<file path="config.mk">
export PLATFORM = sky130hd
export DESIGN_NAME = sa_seq_ctrl_flat
export DESIGN_NICKNAME = d
export VERILOG_FILES = /design/src/rtl/sa_seq_ctrl_if.sv /design/src/rtl/sa_seq_ctrl.sv /design/src/flat_wrapper.sv
export SDC_FILE = /design/constraint.sdc
export NUM_CORES = 1
export LEC_CHECK = 0
export CAP_MARGIN = 10
export CORE_AREA = 2 2 91 93
export DETAILED_ROUTE_END_ITERATION = 10
export DIE_AREA = 0 0 93 95
export GPL_TIMING_DRIVEN = 0
export PLACE_DENSITY = 0.78
export SYNTH_ARGS = -nofsm -noshare
export SYNTH_HDL_FRONTEND = slang
export SYNTH_SLANG_ARGS = --single-unit
</file>
<file path="constraint.sdc">
create_clock -name clk -period 3.4 [get_ports clk]
set_input_delay 0.51 -clock clk [delete_from_list [all_inputs] [get_ports clk]]
set_output_delay 0.51 -clock clk [all_outputs]
set_load 0.03 [all_outputs]
</file>
<file path="src/rtl/sa_seq_ctrl_if.sv">
// rtl/sa_seq_ctrl_if.sv - control/memory bus bundle for the systolic-array sequencer
// Carries the start/done handshake, instruction fetch, operand read strobes,
// PE control and output-memory write signals.
//   master : sequencer side (drives everything except ap_start and instr_data)
//   slave  : host / memory side
interface sa_seq_ctrl_if #(
  parameter int IADDR_W = 3,
  parameter int COL_W   = 8,
  parameter int OADDR_W = 7
);
  logic               ap_start;
  logic               ap_done;
  logic               busy;
  logic [IADDR_W-1:0] instr_addr;
  logic [3:0]         instr_data;
  logic [3:0]         cur_instr;
  logic               rd_en;
  logic [COL_W-1:0]   rd_col;
  logic               feed_valid;
  logic               acc_clr;
  logic [3:0]         res_sel;
  logic               out_we;
  logic [OADDR_W-1:0] out_addr;
  logic               ovf;
  logic [31:0]        perf_cycles;

  modport master (
    input  ap_start, instr_data,
    output ap_done, busy, instr_addr, cur_instr, rd_en, rd_col, feed_valid,
           acc_clr, res_sel, out_we, out_addr, ovf, perf_cycles
  );

  modport slave (
    output ap_start, instr_data,
    input  ap_done, busy, instr_addr, cur_instr, rd_en, rd_col, feed_valid,
           acc_clr, res_sel, out_we, out_addr, ovf, perf_cycles
  );
endinterface

</file>
<file path="src/rtl/sa_seq_ctrl.sv">
// rtl/sa_seq_ctrl.sv - instruction-driven tile-job sequencer for the 4x4 systolic array
// Fetches 4-bit opcodes K from an 8-entry instruction memory; each K != 0 runs one
// job: clear accumulators, stream K+ROWS-1 skewed columns, drain, write 16 results.
// Opcode 0 or the 8th executed job ends the program (ap_done).
// Ports:
//   clk  - clock, rising edge
//   rst  - asynchronous active-high reset
//   bus  - sa_seq_ctrl_if.master: ap_start/ap_done/busy handshake, instr_addr/instr_data
//          fetch, cur_instr, rd_en/rd_col/feed_valid operand read, acc_clr, res_sel,
//          out_we/out_addr result write, sticky ovf, perf_cycles
// Optional feature macro: SA_SEQ_PERF_EN builds the perf_cycles run counter;
// without it perf_cycles is tied to 0.
module sa_seq_ctrl #(
  parameter int ROWS      = 4,
  parameter int COLS      = 4,
  parameter int IADDR_W   = 3,
  parameter int COL_W     = 8,
  parameter int OADDR_W   = 7,
  parameter int DRAIN_CYC = 7
) (
  input  logic          clk,
  input  logic          rst,
  sa_seq_ctrl_if.master bus
);

  typedef enum logic [2:0] {
    IDLE, FETCH, DECODE, CLEAR, FEED, DRAIN, WRITE, DONE
  } state_t;

  localparam int BANK     = 1 << COL_W;
  localparam int OMAX     = (1 << OADDR_W) - 1;
  localparam int RES_LAST = ROWS * COLS - 1;

  state_t             state;
  logic [IADDR_W-1:0] pc;
  logic [COL_W:0]     base;
  logic [OADDR_W:0]   oaddr;   // one extra bit so "past the end" is representable
  logic [4:0]         cnt;

  logic               ap_done_q;
  logic               busy_q;
  logic [IADDR_W-1:0] instr_addr_q;
  logic [3:0]         cur_instr_q;
  logic               rd_en_q;
  logic [COL_W-1:0]   rd_col_q;
  logic               feed_valid_q;
  logic               acc_clr_q;
  logic [3:0]         res_sel_q;
  logic               out_we_q;
  logic [OADDR_W-1:0] out_addr_q;
  logic               ovf_q;

  logic [COL_W:0]     job_span;     // K + ROWS - 1 columns consumed by the job
  logic [COL_W+1:0]   job_end_col;
  logic               col_ovf;
  logic [4:0]         feed_last;
  logic [IADDR_W-1:0] pc_next;
  logic               wr_ok;

  assign job_span    = (COL_W+1)'(cur_instr_q) + (COL_W+1)'(ROWS - 1);
  assign job_end_col = {1'b0, base} + {1'b0, job_span};
  assign col_ovf     = job_end_col > (COL_W+2)'(BANK);
  assign feed_last   = 5'(cur_instr_q) + 5'(ROWS - 2);
  assign pc_next     = pc + IADDR_W'(1);
  assign wr_ok       = oaddr <= (OADDR_W+1)'(OMAX);

  always_ff @(posedge clk or posedge rst) begin
    if (rst) begin
      state        <= IDLE;
      pc           <= '0;
      base         <= '0;
      oaddr        <= '0;
      cnt          <= '0;
      ap_done_q    <= 1'b0;
      busy_q       <= 1'b0;
      instr_addr_q <= '0;
      cur_instr_q  <= '0;
      rd_en_q      <= 1'b0;
      rd_col_q     <= '0;
      feed_valid_q <= 1'b0;
      acc_clr_q    <= 1'b0;
      res_sel_q    <= '0;
      out_we_q     <= 1'b0;
      out_addr_q   <= '0;
      ovf_q        <= 1'b0;
    end else begin
      // memory data reaches the array one cycle after the read strobe
      feed_valid_q <= rd_en_q;

      case (state)
        IDLE, DONE: begin
          if (bus.ap_start) begin
            state        <= FETCH;
            pc           <= '0;
            base         <= '0;
            oaddr        <= '0;
            ovf_q        <= 1'b0;
            ap_done_q    <= 1'b0;
            busy_q       <= 1'b1;
            instr_addr_q <= '0;
          end
        end

        FETCH: state <= DECODE;

        DECODE: begin
          cur_instr_q <= bus.instr_data;
          if (bus.instr_data == 4'd0) begin
            state     <= DONE;
            busy_q    <= 1'b0;
            ap_done_q <= 1'b1;
          end else begin
            state     <= CLEAR;
            acc_clr_q <= 1'b1;
          end
        end

        CLEAR: begin
          acc_clr_q <= 1'b0;
          if (col_ovf) begin
            // job does not fit in the bank: flag it and fall through to job end
            ovf_q <= 1'b1;
            pc    <= pc_next;
            base  <= base + job_span;
            if (pc_next == '0) begin
              state     <= DONE;
              busy_q    <= 1'b0;
              ap_done_q <= 1'b1;
            end else begin
              state        <= FETCH;
              instr_addr_q <= pc_next;
            end
          end else begin
            state    <= FEED;
            rd_en_q  <= 1'b1;
            rd_col_q <= base[COL_W-1:0];
            cnt      <= '0;
          end
        end

        FEED: begin
          if (cnt == feed_last) begin
            state   <= DRAIN;
            rd_en_q <= 1'b0;
            cnt     <= '0;
          end else begin
            cnt      <= cnt + 5'd1;
            rd_col_q <= rd_col_q + COL_W'(1);
          end
        end

        DRAIN: begin
          if (cnt == 5'(DRAIN_CYC - 1)) begin
            state     <= WRITE;
            res_sel_q <= '0;
            if (wr_ok) begin
              out_we_q   <= 1'b1;
              out_addr_q <= oaddr[OADDR_W-1:0];
              oaddr      <= oaddr + (OADDR_W+1)'(1);
            end else begin
              out_we_q <= 1'b0;
              ovf_q    <= 1'b1;
            end
          end else begin
            cnt <= cnt + 5'd1;
          end
        end

        WRITE: begin
          if (res_sel_q == 4'(RES_LAST)) begin
            out_we_q <= 1'b0;
            pc       <= pc_next;
            base     <= base + job_span;
            if (pc_next == '0) begin
              state     <= DONE;
              busy_q    <= 1'b0;
              ap_done_q <= 1'b1;
            end else begin
              state        <= FETCH;
              instr_addr_q <= pc_next;
            end
          end else begin
            res_sel_q <= res_sel_q + 4'd1;
            // past the end of output space: hold out_addr, drop the write
            if (wr_ok) begin
              out_we_q   <= 1'b1;
              out_addr_q <= oaddr[OADDR_W-1:0];
              oaddr      <= oaddr + (OADDR_W+1)'(1);
            end else begin
              out_we_q <= 1'b0;
              ovf_q    <= 1'b1;
            end
          end
        end

        default: state <= IDLE;
      endcase
    end
  end

`ifdef SA_SEQ_PERF_EN
  logic [31:0] perf_q;

  // counts every edge spent outside IDLE/DONE, including the one that enters DONE
  always_ff @(posedge clk or posedge rst) begin
    if (rst) begin
      perf_q <= '0;
    end else if (state == IDLE || state == DONE) begin
      if (bus.ap_start) perf_q <= '0;
    end else begin
      perf_q <= perf_q + 32'd1;
    end
  end

  assign bus.perf_cycles = perf_q;
`else
  assign bus.perf_cycles = '0;
`endif

  assign bus.ap_done    = ap_done_q;
  assign bus.busy       = busy_q;
  assign bus.instr_addr = instr_addr_q;
  assign bus.cur_instr  = cur_instr_q;
  assign bus.rd_en      = rd_en_q;
  assign bus.rd_col     = rd_col_q;
  assign bus.feed_valid = feed_valid_q;
  assign bus.acc_clr    = acc_clr_q;
  assign bus.res_sel    = res_sel_q;
  assign bus.out_we     = out_we_q;
  assign bus.out_addr   = out_addr_q;
  assign bus.ovf        = ovf_q;

endmodule

</file>
<file path="src/flat_wrapper.sv">
// flat-port wrapper written by rule: the top's interface ports become plain ports
module sa_seq_ctrl_flat 
#(
  parameter int ROWS      = 4,
  parameter int COLS      = 4,
  parameter int IADDR_W   = 3,
  parameter int COL_W     = 8,
  parameter int OADDR_W   = 7,
  parameter int DRAIN_CYC = 7
)
  (clk, rst, bus_ap_start, bus_instr_data, bus_ap_done, bus_busy, bus_instr_addr, bus_cur_instr, bus_rd_en, bus_rd_col, bus_feed_valid, bus_acc_clr, bus_res_sel, bus_out_we, bus_out_addr, bus_ovf, bus_perf_cycles);
  sa_seq_ctrl_if #(.IADDR_W(IADDR_W), .COL_W(COL_W), .OADDR_W(OADDR_W)) bus_i ();
  input  logic clk;
  input  logic rst;
  input wire logic [$bits(bus_i.ap_start)-1:0] bus_ap_start;
  input wire logic [$bits(bus_i.instr_data)-1:0] bus_instr_data;
  output wire logic [$bits(bus_i.ap_done)-1:0] bus_ap_done;
  output wire logic [$bits(bus_i.busy)-1:0] bus_busy;
  output wire logic [$bits(bus_i.instr_addr)-1:0] bus_instr_addr;
  output wire logic [$bits(bus_i.cur_instr)-1:0] bus_cur_instr;
  output wire logic [$bits(bus_i.rd_en)-1:0] bus_rd_en;
  output wire logic [$bits(bus_i.rd_col)-1:0] bus_rd_col;
  output wire logic [$bits(bus_i.feed_valid)-1:0] bus_feed_valid;
  output wire logic [$bits(bus_i.acc_clr)-1:0] bus_acc_clr;
  output wire logic [$bits(bus_i.res_sel)-1:0] bus_res_sel;
  output wire logic [$bits(bus_i.out_we)-1:0] bus_out_we;
  output wire logic [$bits(bus_i.out_addr)-1:0] bus_out_addr;
  output wire logic [$bits(bus_i.ovf)-1:0] bus_ovf;
  output wire logic [$bits(bus_i.perf_cycles)-1:0] bus_perf_cycles;
  assign bus_i.ap_start = bus_ap_start;
  assign bus_i.instr_data = bus_instr_data;
  assign bus_ap_done = bus_i.ap_done;
  assign bus_busy = bus_i.busy;
  assign bus_instr_addr = bus_i.instr_addr;
  assign bus_cur_instr = bus_i.cur_instr;
  assign bus_rd_en = bus_i.rd_en;
  assign bus_rd_col = bus_i.rd_col;
  assign bus_feed_valid = bus_i.feed_valid;
  assign bus_acc_clr = bus_i.acc_clr;
  assign bus_res_sel = bus_i.res_sel;
  assign bus_out_we = bus_i.out_we;
  assign bus_out_addr = bus_i.out_addr;
  assign bus_ovf = bus_i.ovf;
  assign bus_perf_cycles = bus_i.perf_cycles;
  sa_seq_ctrl #(.ROWS(ROWS), .COLS(COLS), .IADDR_W(IADDR_W), .COL_W(COL_W), .OADDR_W(OADDR_W), .DRAIN_CYC(DRAIN_CYC)) u_core (.clk(clk), .rst(rst), .bus(bus_i));
endmodule
</file>
* After elaboration in Yosys (flattened, before gate mapping) *
Index checks and enable logic that the tools add are counted.

word-level totals
  register bits = 61
  output and inout bits = 65

operators by class
  add/sub/neg operators = 9
  reduce and logical (&&, ||, !) cells = 23
  magnitude comparators = 2
  multiplexer cells = 65
  equality and inequality tests = 21

operators by type and width
  kind                 number
  $mux 8               6
  $mux 3               13
  $mux 9               3
  $pmux 9 s3           1
  $pmux 8 s3           1
  $mux 7               3
  $pmux 3 s7           1
  $mux 1               20
  $pmux 3 s3           2
  $add 8x1->8 const B  2
  $pmux 8 s2           1
  $mux 5               3
  $pmux 5 s3           1
  $pmux 7 s2           1
  $eq 3x3->1 const B   4
  $ne 2x2->1 const B   6
  $pmux 1 s4           3
  $reduce_and 3->1     4
  $reduce_and 4->1     3
  $add 4x2->5 const B  2
  $add 9x9->10         1
  $gt 10x9->1 const B  1
  $ne 2x1->1 const B   5
  $reduce_and 5->1     2
  other kinds (20)     31

* Longest topological paths before layout *
  word-level depth = 5
  mapped depth = 14
  mapped depth without buffers = 12

* Worst setup path after synthesis *
No wires, ideal clock.

  kind = register to register
  from = register u_core.cur_instr_q[1] (netlist: u_core.bus.cur_instr[1])
  to = register u_core.base[2]
  cell stages (with the launch flop) = 15
  setup time = 0.092 ns
  clock period less this slack = 3.228 ns
  required time = 3.308 ns
  arrival = 3.136 ns
  path slack = 0.172 ns
  cell sequence = dfrtp_1 inv_1 ha_1 a21oi_1 xnor2_1 ha_1 and3_2 a211o_1 xnor2_2 nor4_4 a211o_1 buf_6 and2_4 buf_6 o31ai_2

between the ends
  longest elaborated chain between the ends = 5
  elaborated cells on any way between the ends = 9
  those cells by class = add/sub (3); order compare (1); eq/ne (1); mux (3); reduce/logical (1)

RTL lines
  item                               line                RTL
  start: declaration                 sa_seq_ctrl.sv:43   logic [3:0] cur_instr_q;
  start signal: assignment           sa_seq_ctrl.sv:107  cur_instr_q <= bus.instr_data;
  $add 4x2->5 *                      sa_seq_ctrl.sv:60   assign job_span = (COL_W+1)'(cur_instr_q) + (COL_W+1)'(ROWS - 1);
  $add 9x9->10                       sa_seq_ctrl.sv:61   assign job_end_col = {1'b0, base} + {1'b0, job_span};
  $gt 10x9->1                        sa_seq_ctrl.sv:62   assign col_ovf = job_end_col > (COL_W+2)'(BANK);
  $ne 2x1->1 (no source line)        n/a
  $reduce_and 4->1 (no source line)  n/a
  end signal: assignment             sa_seq_ctrl.sv:124  base <= base + job_span;
  end signal: assignment             sa_seq_ctrl.sv:173  base <= base + job_span;
  end: declaration                   sa_seq_ctrl.sv:36   logic [COL_W:0] base;

Mark *: on every way between the ends. The rest lies on a longest branch, timed or not. The select of a mux whose other input is x is not followed.
A chain may end at the register's enable or synchronous reset.

* Worst setup path in the final report *
  from = register u_core.cur_instr_q[1] (netlist: u_core.bus.cur_instr[1])
  to = register u_core.rd_col_q[7] (netlist: u_core.bus.rd_col[7])

between the ends
  longest elaborated chain between the ends = 5
  elaborated cells on any way between the ends = 8
  those cells by class = add/sub (3); order compare (1); eq/ne (3); reduce/logical (1)

RTL lines
  item                                 line                RTL
  $add 4x2->5                          sa_seq_ctrl.sv:60
  $add 9x9->10                         sa_seq_ctrl.sv:61
  $gt 10x9->1                          sa_seq_ctrl.sv:62
  $ne 2x2->1 (no source line)          n/a
  $reduce_and 3->1 (no source line) *  n/a
  end signal: assignment               sa_seq_ctrl.sv:136  rd_col_q <= base[COL_W-1:0];
  end signal: assignment               sa_seq_ctrl.sv:148  rd_col_q <= rd_col_q + COL_W'(1);
  end: declaration                     sa_seq_ctrl.sv:45   logic [COL_W-1:0] rd_col_q;

Mark *: on every way between the ends. The rest lies on a longest branch, timed or not.

==> impl_metrics.env <==
export IMPL_outcome="completed"
export IMPL_clk_insertion_delay_late_ns=0.34
export IMPL_fin_util_pct=63.29
export IMPL_cts_sinks=61
export IMPL_grt_overflow=0
export IMPL_synth_edf_count=0
export IMPL_timing_fmax_mhz=298.6
export IMPL_final_max_slew_viol_count=0
export IMPL_drive_gt1_share_pct=18.92
export IMPL_drc=0
export IMPL_wl_per_cell_um=14.99
export IMPL_cts_reportedPaths_clkPinSlew_ns=0.07
export IMPL_synthSimpleGateAreaFrac_pct=17.01
export IMPL_hold_buffers=0
export IMPL_synth_ff_type="dfrtp_1"
export IMPL_grt_max_degree=39
export IMPL_dr_wl_met2_um=4882
export IMPL_arrival_ns=3.57
export IMPL_hp_class="reg -> reg"
export IMPL_drtIter0Drc=178
export IMPL_synth_adder_area_share_pct=5.173
export IMPL_finalCritPeriodShare_pct=98.49
export IMPL_muxShareOfSynthArea_pct=3.771
export IMPL_fin_worst_skew_ns=0.01046
export IMPL_wl_um=9653
export IMPL_grt_pass1_vias=3350
export IMPL_crit_required_ns=3.63
export IMPL_gp_congestion=0.8952
export IMPL_avgSynthCellArea_um2=9.043
export IMPL_synth_yosys_seq_area_share_pct=38.02
export IMPL_viasPerCell=5.578
export IMPL_start_util_pct=50.65
export IMPL_fillers=688
export IMPL_max_slew_margin_rel_pct=48.24
export IMPL_grt_use_total_pct=22.00
export IMPL_synth_xor_xnor_area_share_pct=3.241
export IMPL_rrSetupSlack_ns=0.05
export IMPL_synth_top_family_by_area="compound AO/OA/AOI/OAI gates"
export IMPL_power_density_nw_per_um2=943.4
export IMPL_antenna_found_initial=0
export IMPL_dpl_hpwl_um=6893
export IMPL_cts_root_buf="clkbuf_8"
export IMPL_async_flop_share_pct=100.0
export IMPL_worstMarginPinSlew_ns=0.7704
export IMPL_synth_compound_area_share_pct=22.09
export IMPL_hold_violations=0
export IMPL_top_layer="met4"
export IMPL_cp_max_fo=9
export IMPL_num_vias=3592
export IMPL_die_x_um=93
export IMPL_core_um2=7928
export IMPL_cp_end_kind="flip-flop"
export IMPL_fp_dieH_um=95
export IMPL_synth_cell_area_um2=4015
export IMPL_setup_viol=0
export IMPL_ys_seq_elements=61
export IMPL_row_count=33
export IMPL_numCtsBuffers=9
export IMPL_io_pins=72
export IMPL_yosysWarnings=0
export IMPL_cts_tree="done"
export IMPL_synthCells=444
export IMPL_ctsLongestPathBuffers=2
export IMPL_wl_met3_um=416
export IMPL_wl_met1_um=4234
export IMPL_peakVddDrop_mv=0.5523
export IMPL_die_area_um2=8835
export IMPL_maxCapViolCount=0
export IMPL_synthDistinctLibCells=71
export IMPL_cp_start_kind="flip-flop"
export IMPL_grt_pass1_wl_um=15630
export IMPL_ant_nets=0
export IMPL_total_power_mw=4.733
export IMPL_h_tree_depth=3
export IMPL_fin_nets=558
export IMPL_dr_pass1_iters=4
export IMPL_p_leak_nw=2.303
export IMPL_port_buffers=39
export IMPL_crit_type="reg -> reg"
export IMPL_antennaDiodeCount=0
export IMPL_area_growth_pct=24.96
export IMPL_finalCriticalPeriod_ns=3.349
## sequential cells by signal (all words and copies together) (netlist names), 3 cells and up
signal,cells
u_core.base,9
u_core.bus.cur_instr,4
u_core.bus.instr_addr,3
u_core.bus.out_addr,7
u_core.bus.rd_col,8
u_core.bus.res_sel,4
u_core.cnt,5
u_core.oaddr,8
u_core.pc,3
u_core.state,3
## what timing repair did
item                       in CTS  in global routing
pin swaps                       1                  5
gates resized for setup         1                 12
setup endpoints to repair       4                 30
setup buffers                   0                  9
cloned                          0                  0
## synth_stat cells, types with 6 or more instances
library cell	n	area, µm²
and3_1	9	56.30
a31oi_1	10	62.56
nor2_1	37	138.9
nor3_1	7	35.03
xor2_1	6	52.55
dfrtp_1	61	1526
o21ai_0	26	130.1
o22a_1	6	52.55
o21ai_1	6	30.03
a21oi_1	25	125.1
buf_4	33	247.7
nand2_1	28	105.1
mux2_2	9	101.4
ha_1	15	187.7
nand3_1	23	115.1
xnor2_1	7	61.31
clkbuf_1	7	26.28
inv_1	26	97.59
## power breakdown
group | total (mW) | internal (mW) | switching [mW]
combinational | 2.84 | 1.14 | 1.69
sequential | 1.19 | 0.976 | 0.219
clock | 0.703 | 0.425 | 0.279
total | 4.73 | 2.55 | 2.19
## worst paths after layout
| check | start | end | depth (start not counted) |
|---|---|---|---|
| worst max-delay path | u_core.bus.cur_instr[1] | u_core.bus.rd_col[7] | 14 |
| worst min-delay path | u_core.bus.rd_en | u_core.bus.feed_valid | 0 |
| worst max register to register | u_core.bus.cur_instr[1] | u_core.bus.rd_col[7] | 14 |
| worst min register to register | u_core.bus.rd_en | u_core.bus.feed_valid | 0 |
| max in group asynchronous | rst | u_core.bus.cur_instr[2] | 3 |
| min in group asynchronous | rst | u_core.oaddr[3] | 2 |
## cell type report
cell class / count / area (µm²) / share of cell area [%]
clock inverters: 5 / 75.07 / 1.496
plain buffers: 49 / 332.8 / 6.633
repair buffers: 49 / 478.0 / 9.526
flip-flops and latches: 61 / 1529 / 30.47
well taps: 105 / 131.4 / 2.618
multi-input cells: 339 / 2236 / 44.56
inverters: 26 / 97.59 / 1.945
clock buffers: 10 / 137.6 / 2.743
## placed cells by master, fill, tap and decap left out, drive strengths merged, types with 5 or more instances in the layout
cell type,netlist,routed
a21oi,27,27
and3,11,11
o21a,5,5
clkdlybuf4s50,0,39
o21ai,32,32
nor2,37,37
nor3,7,7
mux2,9,9
clkbuf,7,18
mux2i,5,5
nand2,28,28
and2,5,5
dfrtp,61,61
xnor2,8,8
a31oi,10,10
o22a,6,6
ha,15,15
nand4,5,5
nand3,24,24
inv,26,26
conb,1,32
xor2,6,6
o31ai,8,8
buf,42,51
## metrics by stage
stage	worst slack (ns)	cells	hold slack (ns)	setup TNS (ns)	instance area [µm²]
4_1_cts	0.01587	635	0.4333	0	4887
5_1_grt	-0.08070	644	0.4469	-0.7847	5017
3_5_place_dp	-0.04926	620	0.4300	-0.1067	4673
6_report	0.05138	644	0.4260	0	5017
3_3_place_gp	0.02039	619	0.4158	0	4653
2_1_floorplan	0.1719	475	0.4793	0	4131
## metal layers
layer / vias to the layer above / track usage (%)
met4: 0 / 8.333
li1: 1714 / -
met5: - / 0
met3: 11 / 3.272
met2: 95 / 38.29
met1: 1772 / 27.77
## critical path, stage by stage (launching register included)
cell     delay [ns]
dfrtp_2        0.38
inv_1          0.07
ha_1           0.21
a21oi_2        0.17
xnor2_1        0.15
ha_1           0.31
and3_1         0.19
a211o_1        0.35
xnor2_2        0.18
nor4_4         0.31
buf_4          0.20
a21o_1         0.11
buf_2          0.21
a21oi_2        0.15
o22a_1         0.25
## cells by family after synthesis
group	Yosys count
adders and majority gates	16
other	1
and+or+nand+nor	134
buffers and inverters	75
xor gates and xnor gates	14
AOI/OAI and AO/OA	129
muxes	14
DFF	61
No activity file was read; power rests on OpenSTA's default activity.
